[src/rtl/if_fetch_unit.sv]
`default_nettype none
// ============================================================================
//  Module   : if_fetch_unit
//  Brief    : Instruction-fetch front end feeding the IF/ID pipeline register
//             (single-outstanding imem read, small {pc,instr} buffer).
//  Revision : 1.0  initial release
// ============================================================================
module if_fetch_unit #(
  parameter logic [31:0] RESET_PC  = 32'h0000_0000,
  parameter int          DEPTH     = 2,
  parameter logic [31:0] NOP_INSTR = 32'h0000_0013
) (
  input  logic        CLK,
  input  logic        RESET,
  input  logic        STALL,
  input  logic        BRANCH_TAKEN,
  input  logic [31:0] BRANCH_TARGET,
  output logic        IMEM_READ,
  output logic [31:0] IMEM_ADDR,
  input  logic [31:0] IMEM_READDATA,
  input  logic        IMEM_BUSYWAIT,
  output logic [31:0] IF_PC,
  output logic [31:0] IF_INSTR,
  output logic        IF_VALID
);

  localparam int c_PTR_W = $clog2(DEPTH);

  logic [31:0]        r_fetch_pc;
  logic [31:0]        r_pending_target;
  logic               r_drop;
  logic [c_PTR_W:0]   r_count;
  logic [c_PTR_W-1:0] r_rd_ptr;
  logic [c_PTR_W-1:0] r_wr_ptr;
  logic [31:0]        r_pc_buf    [DEPTH];
  logic [31:0]        r_instr_buf [DEPTH];

  logic        w_not_full;
  logic        w_complete;
  logic        w_push;
  logic        w_pop;
  logic        w_valid;
  logic [31:0] w_target;

  // While a redirected read is being drained the request must stay up
  // regardless of buffer occupancy.
  assign w_not_full = (r_count < (c_PTR_W+1)'(DEPTH));
  assign IMEM_READ  = ~RESET & (w_not_full | r_drop);
  assign IMEM_ADDR  = r_fetch_pc;
  assign w_complete = IMEM_READ & ~IMEM_BUSYWAIT;
  assign w_target   = BRANCH_TARGET & ~32'h0000_0003;

  assign w_valid = ~RESET & (r_count != '0);
  assign w_push  = w_complete & ~BRANCH_TAKEN & ~r_drop;
  assign w_pop   = w_valid & ~STALL & ~BRANCH_TAKEN;

  assign IF_VALID = w_valid;
  assign IF_PC    = w_valid ? r_pc_buf[r_rd_ptr]    : 32'h0000_0000;
  assign IF_INSTR = w_valid ? r_instr_buf[r_rd_ptr] : NOP_INSTR;

  always_ff @(posedge CLK) begin
    if (w_push) begin
      r_pc_buf[r_wr_ptr]    <= r_fetch_pc;
      r_instr_buf[r_wr_ptr] <= IMEM_READDATA;
    end
  end

  always_ff @(posedge CLK) begin
    if (RESET) begin
      r_fetch_pc       <= RESET_PC;
      r_pending_target <= 32'h0000_0000;
      r_drop           <= 1'b0;
      r_count          <= '0;
      r_rd_ptr         <= '0;
      r_wr_ptr         <= '0;
    end else if (BRANCH_TAKEN) begin
      r_count  <= '0;
      r_rd_ptr <= '0;
      r_wr_ptr <= '0;
      // A read still waiting on memory cannot be cancelled: remember the
      // target and swallow that response when it finally arrives.
      if (!IMEM_READ || w_complete) begin
        r_fetch_pc <= w_target;
        r_drop     <= 1'b0;
      end else begin
        r_drop           <= 1'b1;
        r_pending_target <= w_target;
      end
    end else begin
      if (w_complete) begin
        if (r_drop) begin
          r_fetch_pc <= r_pending_target;
          r_drop     <= 1'b0;
        end else begin
          r_fetch_pc <= r_fetch_pc + 32'd4;
        end
      end
      if (w_push) r_wr_ptr <= r_wr_ptr + 1'b1;
      if (w_pop)  r_rd_ptr <= r_rd_ptr + 1'b1;
      case ({w_push, w_pop})
        2'b10:   r_count <= r_count + 1'b1;
        2'b01:   r_count <= r_count - 1'b1;
        default: r_count <= r_count;
      endcase
    end
  end

endmodule
`default_nettype wire

[config.mk]
export PLATFORM = sky130hd
export DESIGN_NAME = if_fetch_unit
export DESIGN_NICKNAME = d
export VERILOG_FILES = /design/src/rtl/if_fetch_unit.sv
export SDC_FILE = /design/constraint.sdc
export NUM_CORES = 1
export LEC_CHECK = 0
export CAP_MARGIN = 40
export CORE_UTILIZATION = 45
export CTS_CLUSTER_DIAMETER = 100
export DETAILED_ROUTE_END_ITERATION = 6
export GPL_TIMING_DRIVEN = 0
export HOLD_SLACK_MARGIN = 0.05
export MAX_ROUTING_LAYER = met4
export PLACE_DENSITY = 0.71
export SLEW_MARGIN = 20
export SYNTH_ARGS = -nofsm -noshare
export SYNTH_HDL_FRONTEND = slang
export SYNTH_SLANG_ARGS = --single-unit
[constraint.sdc]
create_clock -name CLK -period 10.2 [get_ports CLK]
set_clock_uncertainty 0.05 [all_clocks]
set_input_delay 1.02 -clock CLK [delete_from_list [all_inputs] [get_ports CLK]]
set_output_delay 1.02 -clock CLK [all_outputs]
set_load 0.03 [all_outputs]
Word level (Yosys, flattened, before mapping)
Memories as Yosys holds them, arrays and structs flattened. A register that Yosys moved wholly into a read port is not among the register bits. Cells that the tools add are included.

Add/subtract/negate cells: 5. Order comparisons: 1. Equal/unequal tests: 3. Multiplexer cells: 16. Bitwise logic cells: 14. Reduce and logical (&&, ||, !) cells: 8.

Operators by type and width (number): two-way mux 32 bit (6); adder 32 x 3 -> 32 bit (second input constant) (1); two-way mux 1 bit (9); bitwise AND 1 bit (7); NOT 1 bit (6); nonzero test 2 bit (3); case mux 2 bit (2 select lines) (1); AND reduction 2 bit (2); adder 1 bit (second input constant) (2); adder 2 x 1 -> 2 bit (second input constant) (1); == test 2 x 1 -> 1 bit (second input constant) (1); == test 2 bit (second input constant) (1); < comparator 2 bit (second input constant) (1); != test 2 x 1 -> 1 bit (second input constant) (1); OR reduction 2 bit (1); subtractor 2 x 1 -> 2 bit (second input constant) (1); zero test 1 bit (1); logical OR 1 bit (1); bitwise OR 1 bit (1).

Register bits after elaboration: 67. RAM bits: 128. Bits of input ports: 69. Output and inout bits: 98. Logic and storage cells: 55. Memories: 2.

Memory list: r_instr_buf (depth 2, width 32, rd ports 1, clocked after memory_dff 1, write ports 1, RTL line 36) `logic [31:0] r_instr_buf [DEPTH];`; r_pc_buf (depth 2, width 32, rd ports 1, clocked after memory_dff 1, write ports 1, RTL line 35) `logic [31:0] r_pc_buf [DEPTH];`.

Logic depth before layout (Yosys ltp)
Gate-level depths: netlist of run 1.

Word-level depth: 8. Depth in mapped cells: 9.

Least setup slack after synthesis of run 1
OpenSTA, ideal clock, no wires.

Kind: input port to flip-flop. Start: input BRANCH_TAKEN. End: memory r_instr_buf[0][0] (enable). Data arrival time: 4.566 ns. Required time: 9.668 ns. Slack: 5.102 ns. Stages on the path: 6. Path through: clkbuf_1 or2_1 clkbuf_1 nor4_2 inv_1 nor2_1.

Longest elaborated chain between the ends: 5.

RTL lines: from (decl) (RTL line 16) `input logic BRANCH_TAKEN,`; NOT 1 bit (RTL line 54) `assign w_push = w_complete & ~BRANCH_TAKEN & ~r_drop;`; bitwise AND 1 bit (2 in series) (RTL line 54); two-way mux 1 bit (RTL line 62) `if (w_push) begin`; two-way mux 1 bit (not written as such) (RTL line 64) `r_instr_buf[r_wr_ptr] <= IMEM_READDATA;`; to (decl) (RTL line 36).

No other way between the ends.

Final worst setup path of run 1
Start: input RESET. End: output IF_INSTR[0].

Longest elaborated chain between the ends: 3.

RTL lines: from (decl) (RTL line 14) `input logic RESET,`; NOT 1 bit (RTL line 53) `assign w_valid = ~RESET & (r_count != '0);`; bitwise AND 1 bit (RTL line 53); two-way mux 32 bit (RTL line 59) `assign IF_INSTR = w_valid ? r_instr_buf[r_rd_ptr] : NOP_INSTR;`; to (decl) (RTL line 23) `output logic [31:0] IF_INSTR,`.

No other way between the ends.

==> qor.yml, run 1 <==
clock_network:
  ctsResizeCount: 0
  clk_latency_ns: 0.44
  postCtsHoldBufs: 0
  cts_tree: "built"
  cts-buffers-inserted: 17
  clkTransAtPathRegs_ns: 0.07
  post_cts_buffers: 0
  cts_max_level: 4
  clock_path_buffers: 2
  cts_root_buffer: "clkbuf_16"
  cts.sinks: 190
worst_setup_path:
  crit_path_start_kind: "input port"
  cp_num_buf_inv: 6
  crit_path_end_kind: "output pin"
  critPathKind: "in2out"
  worstPathArrival_ns: 4.07
  path_max_fanout: 10
  crit_required_ns: 9.13
  critPathSlowestCell: "clkdlybuf4s50_1"
  critPathMaxStageDelay_ns: 0.68
  critPathTopFamily: "buffers and inverters"
  cp_cell_sequence: "clkdlybuf4s50_1 -> inv_1 -> clkbuf_1 -> o21ai_1 -> clkbuf_1 -> inv_1 -> nand2_1 -> clkdlybuf4s50_1"
sta:
  setup_ws_ns: 5.057
  fmax_ghz: 0.1944
  tightest_slew_ns: 0.7650
  rsz0062_at_grt: "no"
  fin_crit_sh_pct: 50.43
  drv_slew: 0
  hold_viol: 0
  fin_crit_ns: 5.143
  finalSetupViolCount: 0
  maxSlewHeadroom_pct: 48.95
  finalSetupTns_ns: 0
cells_and_area:
  layout-drive-gt1-share_pct: 7.113
  diodes: 0
  nets: 1014
  syn_to_final_growth_pct: 30.73
  design_area_sq_um: 10970
logic_synthesis:
  ys_seq_area_share_pct: 60.14
  avgSynthCellArea_sq_um: 11.08
  ys_seq_elements: 190
  synth_ff_type: "edfxtp_1"
  synth_cell_types: 68
  ys_warn_count: 0
  netlist_area_sq_um: 8388
  synth_edf_count: 124
  syn-instance-count: 757
  async_flop_share_pct: 0
detailed_routing:
  drc: 36
  drt_iter0_drc: 694
  vias_per_cell: 5.496
  drt_wl_total_um: 21720
  antenna_left: 0
  first_pass_iters: 7
  vias: 6513
  wl_per_cell_um: 18.33
grt:
  grt_pass1_vias: 6162
  grt_start_max_net_pins: 50
  overflow: 0
  antenna_found_initial: 0
  track_usage_pct: 24.00
  grt_pass1_wl_um: 34260
place:
  hpwl_um: 15540
  dp_slack_ns: 5.104
  placed_area_sq_um: 10410
  place.gp.congestion: 0.9151
  port_buffers: 160
floorplan:
  boundaryPins: 167
  initial_core_util_pct: 46.38
  die-width_um: 138.5
  die_area_sq_um: 19190
  die_h_um: 138.5
  num_rows: 49
  coreArea_sq_um: 18090
outcome:
  violations: "design-rule violations"
  status: "complete, but fails checks"
pwr:
  leakage_uw: 0.003632
  powerDensity_nw_per_um2: 152.5
  ir_drop_mv: 0.1211
  finalPower_uw: 1672
min_path:
  hold_path.class: "reg2reg"
run:
  maxCapViolations: 0
## placed cells by master (no fill, tap or decap), types with 7 or more instances in the layout
cell type        synthesis  routed
o21ai_0                 24      24
dfxtp_1                 66      66
nor2_1                  90      89
clkbuf_1                40      40
and3_1                   7       7
clkdlybuf4s50_1          0     160
buf_2                    7       7
a211oi_1                 7       7
clkbuf_16                0      17
nor3_1                   8       8
nand4_1                  7       7
edfxtp_1               124     124
a21oi_1                 57      57
inv_1                   12      12
mux2i_1                 68      68
nand3_1                 11      11
nand2_1                108     108
## flip-flops by register name (all words and copies together) (netlist names), named ones only
register          cells
r_drop                1
IMEM_ADDR            30
r_count               2
r_pending_target     30
r_instr_buf          64
r_pc_buf             60
r_rd_ptr              1
r_wr_ptr              1
## worst min-delay path, delay by kind of cell, from the launching register on
kind	cells	cell delay, ns
flip-flops	1	0.31
AO/OA/AOI/OAI	1	0.05
AND/OR/NAND/NOR	1	0.05
## through the flow
stage               util [%]  cells  hold WS (ns)
finish                 60.63   1185        0.4029
global route           60.63   1185        0.4206
CTS                    60.63   1185        0.4042
detailed placement     57.54   1153        0.3944
global placement       56.88   1149        0.3882
floorplan                  -    760        0.3812
## worst paths after layout
path,from,depth (start not counted),slack [ns],end
max,RESET,8,5.06,IF_INSTR[0]
min,r_pending_target[12],2,0.40,r_pending_target[12]
max reg2reg,r_drop,8,7.50,r_instr_buf[0][0]
min reg2reg,r_pending_target[12],2,0.40,r_pending_target[12]
## power breakdown
| group | internal [uW] | switching [uW] | leakage (uW) |
|---|---|---|---|
| logic | 75.9 | 101 | 0.00169 |
| clock network | 320 | 306 | 0.000256 |
| registers | 843 | 26.3 | 0.00168 |
| total | 1240 | 433 | 0.00363 |
## per-layer routing
metal / track usage (%) / share of wire (%)
met1: 31.19 / 42
met2: 37.27 / 47
met3: 4.558 / 8.8
met4: 9.284 / 2.1
met5: - / 0
## cell type report
cell class / count / area (sq um)
plain buffers: 54 / 237.7
clock buffers: 17 / 425.4
clock inverters: 15 / 132.6
fillers: 1517 / 7121
inverters: 13 / 48.80
multi-input cells: 503 / 3078
flip-flops and latches: 190 / 5045
well taps: 229 / 286.5
repair buffers: 164 / 1712
## cells by family after synthesis
kind of cell | count (synthesis) | share of synthesized area [%]
buf+inv | 67 | 3.416
xor+xnor | 11 | 1.149
mux | 68 | 8.115
simple gates | 275 | 15.96
flops | 190 | 60.14
fa+ha+maj | 2 | 0.2983
compound gates | 143 | 10.87
other cells | 1 | 0.04471
## synthesized netlist by cell type (6+ instances only)
library cell  count  area [sq um]
nor2_1           90         337.8
a21oi_1          57         285.3
xor2_1            6         52.55
edfxtp_1        124          3724
and3_1            7         43.79
nand2b_1          6         37.54
dfxtp_1          66          1321
nor3_1            8         40.04
nand3_1          11         55.05
nand2_1         108         405.4
o211ai_1          6         45.04
clkbuf_1         40         150.1
mux2i_1          68         680.7
a211oi_1          7         52.55
o21ai_0          24         120.1
buf_2             7         35.03
nand4_1           7         43.79
inv_1            12         45.04
No activity file was read; power rests on OpenSTA's default activity.
==> run 2, diff against run 1 <==
--- a/config.mk
+++ b/config.mk
@@ -12,7 +12,7 @@
 export GPL_TIMING_DRIVEN = 0
 export HOLD_SLACK_MARGIN = 0.05
 export MAX_ROUTING_LAYER = met4
-export PLACE_DENSITY = 0.71
+export PLACE_DENSITY = 0.74
 export SLEW_MARGIN = 20
 export SYNTH_ARGS = -nofsm -noshare
 export SYNTH_HDL_FRONTEND = slang
==> constraint.sdc (replaced) <==
create_clock -name CLK -period 4.6 [get_ports CLK]
set_clock_uncertainty 0.05 [all_clocks]
set_input_delay 0.46 -clock CLK [delete_from_list [all_inputs] [get_ports CLK]]
set_output_delay 0.46 -clock CLK [all_outputs]
set_load 0.03 [all_outputs]
==> run 2 against run 1 <==
Against the previous run:
- the run still ends with design-rule violations left
- non-clock buffer count unchanged
- die area stayed put
- clock-buffer cell count is the same
- sequential power rose by 120%
- critical path depth did not move
- register-to-register slack worse by 5.6 ns
- critical path type unchanged
- largest power group unchanged
==> qor.yml, run 2 (same netlist as run 1, synthesis figures left out) <==
sta:
  fmax_ghz: 0.2562
  hold_viol: 0
  drv_slew: 0
  maxSlewHeadroom_pct: 47.61
  fin_crit_ns: 3.903
  holdWs_ns: 0.4024
  setup_ws_ns: 0.6968
  finalSetupViolCount: 0
  fin_crit_sh_pct: 84.85
  rsz0062_at_grt: "no"
  tightest_slew_ns: 0.7850
worst_setup_path:
  crit_required_ns: 4.09
  path_max_fanout: 10
  reg2reg_to: "r_instr_buf[0][6]"
  r2r-start: "r_drop"
  critPathKind: "in2out"
  crit_path_end_kind: "output pin"
  crit_path_start_kind: "input port"
  r2r_slack_ns: 1.93
  worstPathArrival_ns: 3.39
  reg2reg_depth: 8
pwr:
  leakage_uw: 0.003666
  finalPower_uw: 3842
  ir_drop_mv: 0.2912
  powerDensity_nw_per_um2: 348.8
grt:
  grt_pass1_wl_um: 34210
  overflow: 0
  track_usage_pct: 23.81
  antenna_found_initial: 0
  grt_start_max_net_pins: 53
  grt_pass1_vias: 6309
outcome:
  status: "complete, but fails checks"
  violations: "design-rule violations"
clock_network:
  cts_max_level: 4
  cts-buffers-inserted: 17
  cts_tree: "built"
  cts.sinks: 190
  postCtsHoldBufs: 0
  clk_latency_ns: 0.44
  post_cts_buffers: 0
  clkTransAtPathRegs_ns: 0.07
  cts_root_buffer: "clkbuf_16"
  clock_path_buffers: 2
  ctsResizeCount: 0
floorplan:
  die-width_um: 138.5
  boundaryPins: 167
  coreArea_sq_um: 18090
  die_h_um: 138.5
  initial_core_util_pct: 46.38
  die_area_sq_um: 19190
  num_rows: 49
cells_and_area:
  final_common_cell: "clkdlybuf4s50_1"
  nets: 1014
  reg_top3: "r_instr_buf (64), r_pc_buf (60)"
  mostFrequentLayoutCells: "clkdlybuf4s50_1 (160), edfxtp_1 (124), nand2_1 (108)"
  diodes: 0
  syn_to_final_growth_pct: 31.32
  instances_no_fill: 1185
  largest_reg_flops: 64
  top_register: "r_instr_buf"
  layout-drive-gt1-share_pct: 6.904
detailed_routing:
  wl_per_cell_um: 18.14
  drc: 46
  vias_per_cell: 5.504
  first_pass_iters: 7
  drt_iter0_drc: 608
  antenna_left: 0
  drt_wl_total_um: 21490
  vias: 6522
place:
  placed_cells: 1153
  dp_slack_ns: 0.6750
  place.gp.congestion: 0.9041
  hpwl_um: 15380
  port_buffers: 160
min_path:
  hold_path_depth: 2
  hold_path.class: "reg2reg"
  min_to: "r_pending_target[8]"
  hold_start: "r_pending_target[8]"
run:
  maxCapViolations: 0
## run 2: cell count changes in the layout (fill, tap and decap cells not counted), sizes merged
cell | before | now
bufinv | 0 | 3
clkinv | 3 | 4
clkinvlp | 6 | 3
inv | 19 | 18
## run 2: critical path, stage by stage
cell             delay [ns]
clkdlybuf4s50_1        0.66
inv_1                  0.13
clkbuf_1               0.32
o21ai_1                0.40
clkbuf_1               0.46
inv_1                  0.20
nand2_1                0.10
clkdlybuf4s50_1        0.66
## run 2: stage by stage
step | utilization, % | area (sq um) | setup TNS [ns]
final | 60.91 | 11020 | 0
after global routing | 60.91 | 11020 | 0
after CTS | 60.91 | 11020 | 0
after detailed placement | 57.54 | 10410 | 0
after global placement | 56.88 | 10290 | -148.96
after floorplan | - | 8399 | 0
## run 2: report_power, final
group | internal [uW] | switching [uW] | leakage, uW | total (uW)
clock network | 863 | 660 | 0.000289 | 1520
logic | 168 | 223 | 0.00169 | 392
registers | 1870 | 58.0 | 0.00168 | 1930
total | 2900 | 942 | 0.00367 | 3840
## run 2: area by class of cell
class	instances	area (sq um)
sequential	190	5045
clock buffer	17	425.4
multi-input combinational	503	3078
clock inverter	15	182.7
inverter	13	48.80
buffer	54	237.7
tap	229	286.5
timing repair buffer	164	1712
fill	1467	7071
## run 2: worst max path at each step
stage,startpoint,end,cells past startpoint
finish,RESET,IF_INSTR[1],8
global route,RESET,IF_INSTR[1],8
CTS,RESET,IF_INSTR[1],8
detailed placement,RESET,IF_INSTR[1],8
global placement,BRANCH_TAKEN,r_instr_buf[0][30],7
floorplan,BRANCH_TAKEN,r_instr_buf[0][0],6
## run 2: routing by layer
metal	track usage [%]	vias up	wire length, um
met4	11.06	0	607
met2	37.27	310	10130
met5	-	-	0
li1	-	3106	-
met3	3.833	49	1705
met1	30.41	3057	9055
==> run 3, diff against run 2 <==
==> constraint.sdc (replaced) <==
create_clock -name CLK -period 3.15 [get_ports CLK]
set_clock_uncertainty 0.05 [all_clocks]
set_input_delay 0.315 -clock CLK [delete_from_list [all_inputs] [get_ports CLK]]
set_output_delay 0.315 -clock CLK [all_outputs]
set_load 0.03 [all_outputs]
==> run 3 against run 2 <==
Against the previous run:
- the run still ends with design-rule violations left
- utilization fell by 0.11 points
- worst setup slack lost 0.45 ns
- register-to-register slack worse by 1.5 ns
- clock power up 42%
- sequential share of layout area rose by 0.084 points
- critical path type is now in2reg
- critical endpoint is now r_count[1]
==> qor.yml, run 3 (same netlist as run 1, synthesis figures left out) <==
pwr:
  leakage_uw: 0.003690
  finalPower_uw: 5544
  swShare_pct: 23.91
  power_frac_comb_pct: 10.2
  powerDensity_nw_per_um2: 504.2
  switchingPower_uw: 1326
  p_int_uw: 4218
  p_clk_share_pct: 39.0
  seqPwrFrac_pct: 50.8
  ir_drop_mv: 0.3531
min_path:
  hold_path.class: "in2reg"
floorplan:
  coreArea_sq_um: 18090
  num_rows: 49
  die_area_sq_um: 19190
  die_h_um: 138.5
  boundaryPins: 167
  die-width_um: 138.5
  initial_core_util_pct: 46.38
clock_network:
  cts_max_level: 4
  clkTransAtPathRegs_ns: 0.08
  cts_root_buffer: "clkbuf_16"
  clk_latency_ns: 0.44
  cts_tree: "built"
  clock_path_buffers: 2
  cts.sinks: 190
  cts-buffers-inserted: 17
worst_setup_path:
  cp_common_cell: "clkbuf_1"
  path_max_fanout: 10
  critPathKind: "in2reg"
  critPathSlowestCell: "clkbuf_1"
  crit_path_end_kind: "flip-flop"
  cp_cell_sequence: "clkdlybuf4s50_1 -> inv_1 -> clkbuf_1 -> clkbuf_1 -> nand2_1 -> nor3_1 -> ha_1 -> or3_1 -> a21oi_1"
  cp_num_buf_inv: 4
  critPathMaxStageDelay_ns: 0.54
  critPathTopFamily: "buffers and inverters"
  crit_required_ns: 3.45
  worstPathArrival_ns: 3.21
  crit_path_start_kind: "input port"
cells_and_area:
  nets: 1014
  layout-drive-gt1-share_pct: 8.168
  mostFrequentLayoutCells: "clkdlybuf4s50_1 (159), edfxtp_1 (124), nand2_1 (108)"
  largest_reg_flops: 64
  reg_top3: "r_instr_buf (64), r_pc_buf (60)"
  fillers: 1488
  final_common_cell: "clkdlybuf4s50_1"
  top_register: "r_instr_buf"
  diodes: 0
  syn_to_final_growth_pct: 31.09
  fin_util_pct: 60.80
grt:
  overflow: 0
  grt_start_max_net_pins: 40
  grt_pass1_vias: 6031
  antenna_found_initial: 0
  track_usage_pct: 23.37
  grt_pass1_wl_um: 33380
sta:
  fin_crit_sh_pct: 92.28
  finalSetupViolCount: 0
  tightest_slew_ns: 0.8130
  rsz0062_at_grt: "no"
  fin_crit_ns: 2.907
  hold_viol: 0
  fmax_ghz: 0.3440
  finalSetupTns_ns: 0
  maxSlewHeadroom_pct: 45.74
  drv_slew: 0
detailed_routing:
  drt_iter0_drc: 496
  wl_per_cell_um: 17.93
  antenna_left: 0
  drt-met1-wl_um: 8960
  routed.top_layer: "met4"
  vias_per_cell: 5.487
  drc: 32
  vias: 6497
  first_pass_iters: 7
  wl_met3_um: 1840
  drt_wl_total_um: 21230
  dr_wl_met2_um: 9768
run:
  maxCapViolations: 0
place:
  port_buffers: 160
  hpwl_um: 15170
  place.gp.congestion: 0.9342
outcome:
  violations: "design-rule violations"
  status: "complete, but fails checks"
[run 3: cell count changes in the layout (fill, tap and decap cells not counted), sizes merged]
cell / delta
buf: +1
clkbuf: -1
clkdlybuf4s50: -1
clkinv: +2
dlymetal6s2s: +1
inv: -3
[run 3: final cells by class]
class,instances,area [sq um],area share (%)
Clock inverter,14,165.2,1.502
Tap cell,229,286.5,2.606
Multi-Input combinational cell,503,3082,28.03
Clock buffer,17,425.4,3.869
Buffer,53,245.2,2.230
Timing Repair Buffer,165,1694,15.41
Inverter,13,52.55,0.4779
Sequential cell,190,5045,45.88
[run 3: worst paths after layout]
| check | to | cells past startpoint | startpoint | slack, ns |
|---|---|---|---|---|
| max | r_count[1] | 9 | BRANCH_TAKEN | 0.24 |
| min | IMEM_ADDR[19] | 3 | RESET | 0.40 |
| max reg2reg | r_pc_buf[0][16] | 7 | r_drop | 0.45 |
| min reg2reg | r_pending_target[8] | 2 | r_pending_target[8] | 0.40 |
[run 3: stage by stage]
stage                     hold WS, ns  cell area, sq um  instances  worst slack (ns)
after global routing           0.3861             11000       1184           0.06715
after CTS                      0.3932             10970       1182          -0.07419
final                          0.3962             11000       1184            0.2433
after detailed placement       0.3940             10370       1152           -0.4605
after floorplan                0.3639              8408        760            0.4628
after global placement         0.3886             10300       1149           -0.7657
[run 3: power by group through the flow]
stage	clock network, uW	logic (uW)	registers [uW]
6_report	2160	568	2810
5_1_grt	2290	608	2820
4_1_cts	2200	561	2810
3_5_place_dp	0	558	2870
3_3_place_gp	0	547	2870
2_1_floorplan	0	249	2900
[run 3: worst reg2reg max path, delay by kind of cell (launching register included)]
kind / cells / cell delay (ns)
buffers and inverters: 4 / 0.85
flip-flops: 1 / 0.30
AND/OR/NAND/NOR: 3 / 1.20
[run 3: repair_timing]
item	CTS	global route
hold buffers	0	0
buffers inserted	0	2
setup endpoints to repair	63	61
hold endpoints to repair	0	0
resized for setup	4	14
[run 3: per-layer routing]
| metal | GRT usage (%) | vias up |
|---|---|---|
| met2 | 35.67 | 308 |
| met1 | 30.13 | 3022 |
| li1 | - | 3108 |
| met3 | 4.696 | 59 |
| met4 | 10.53 | 0 |
| met5 | - | - |
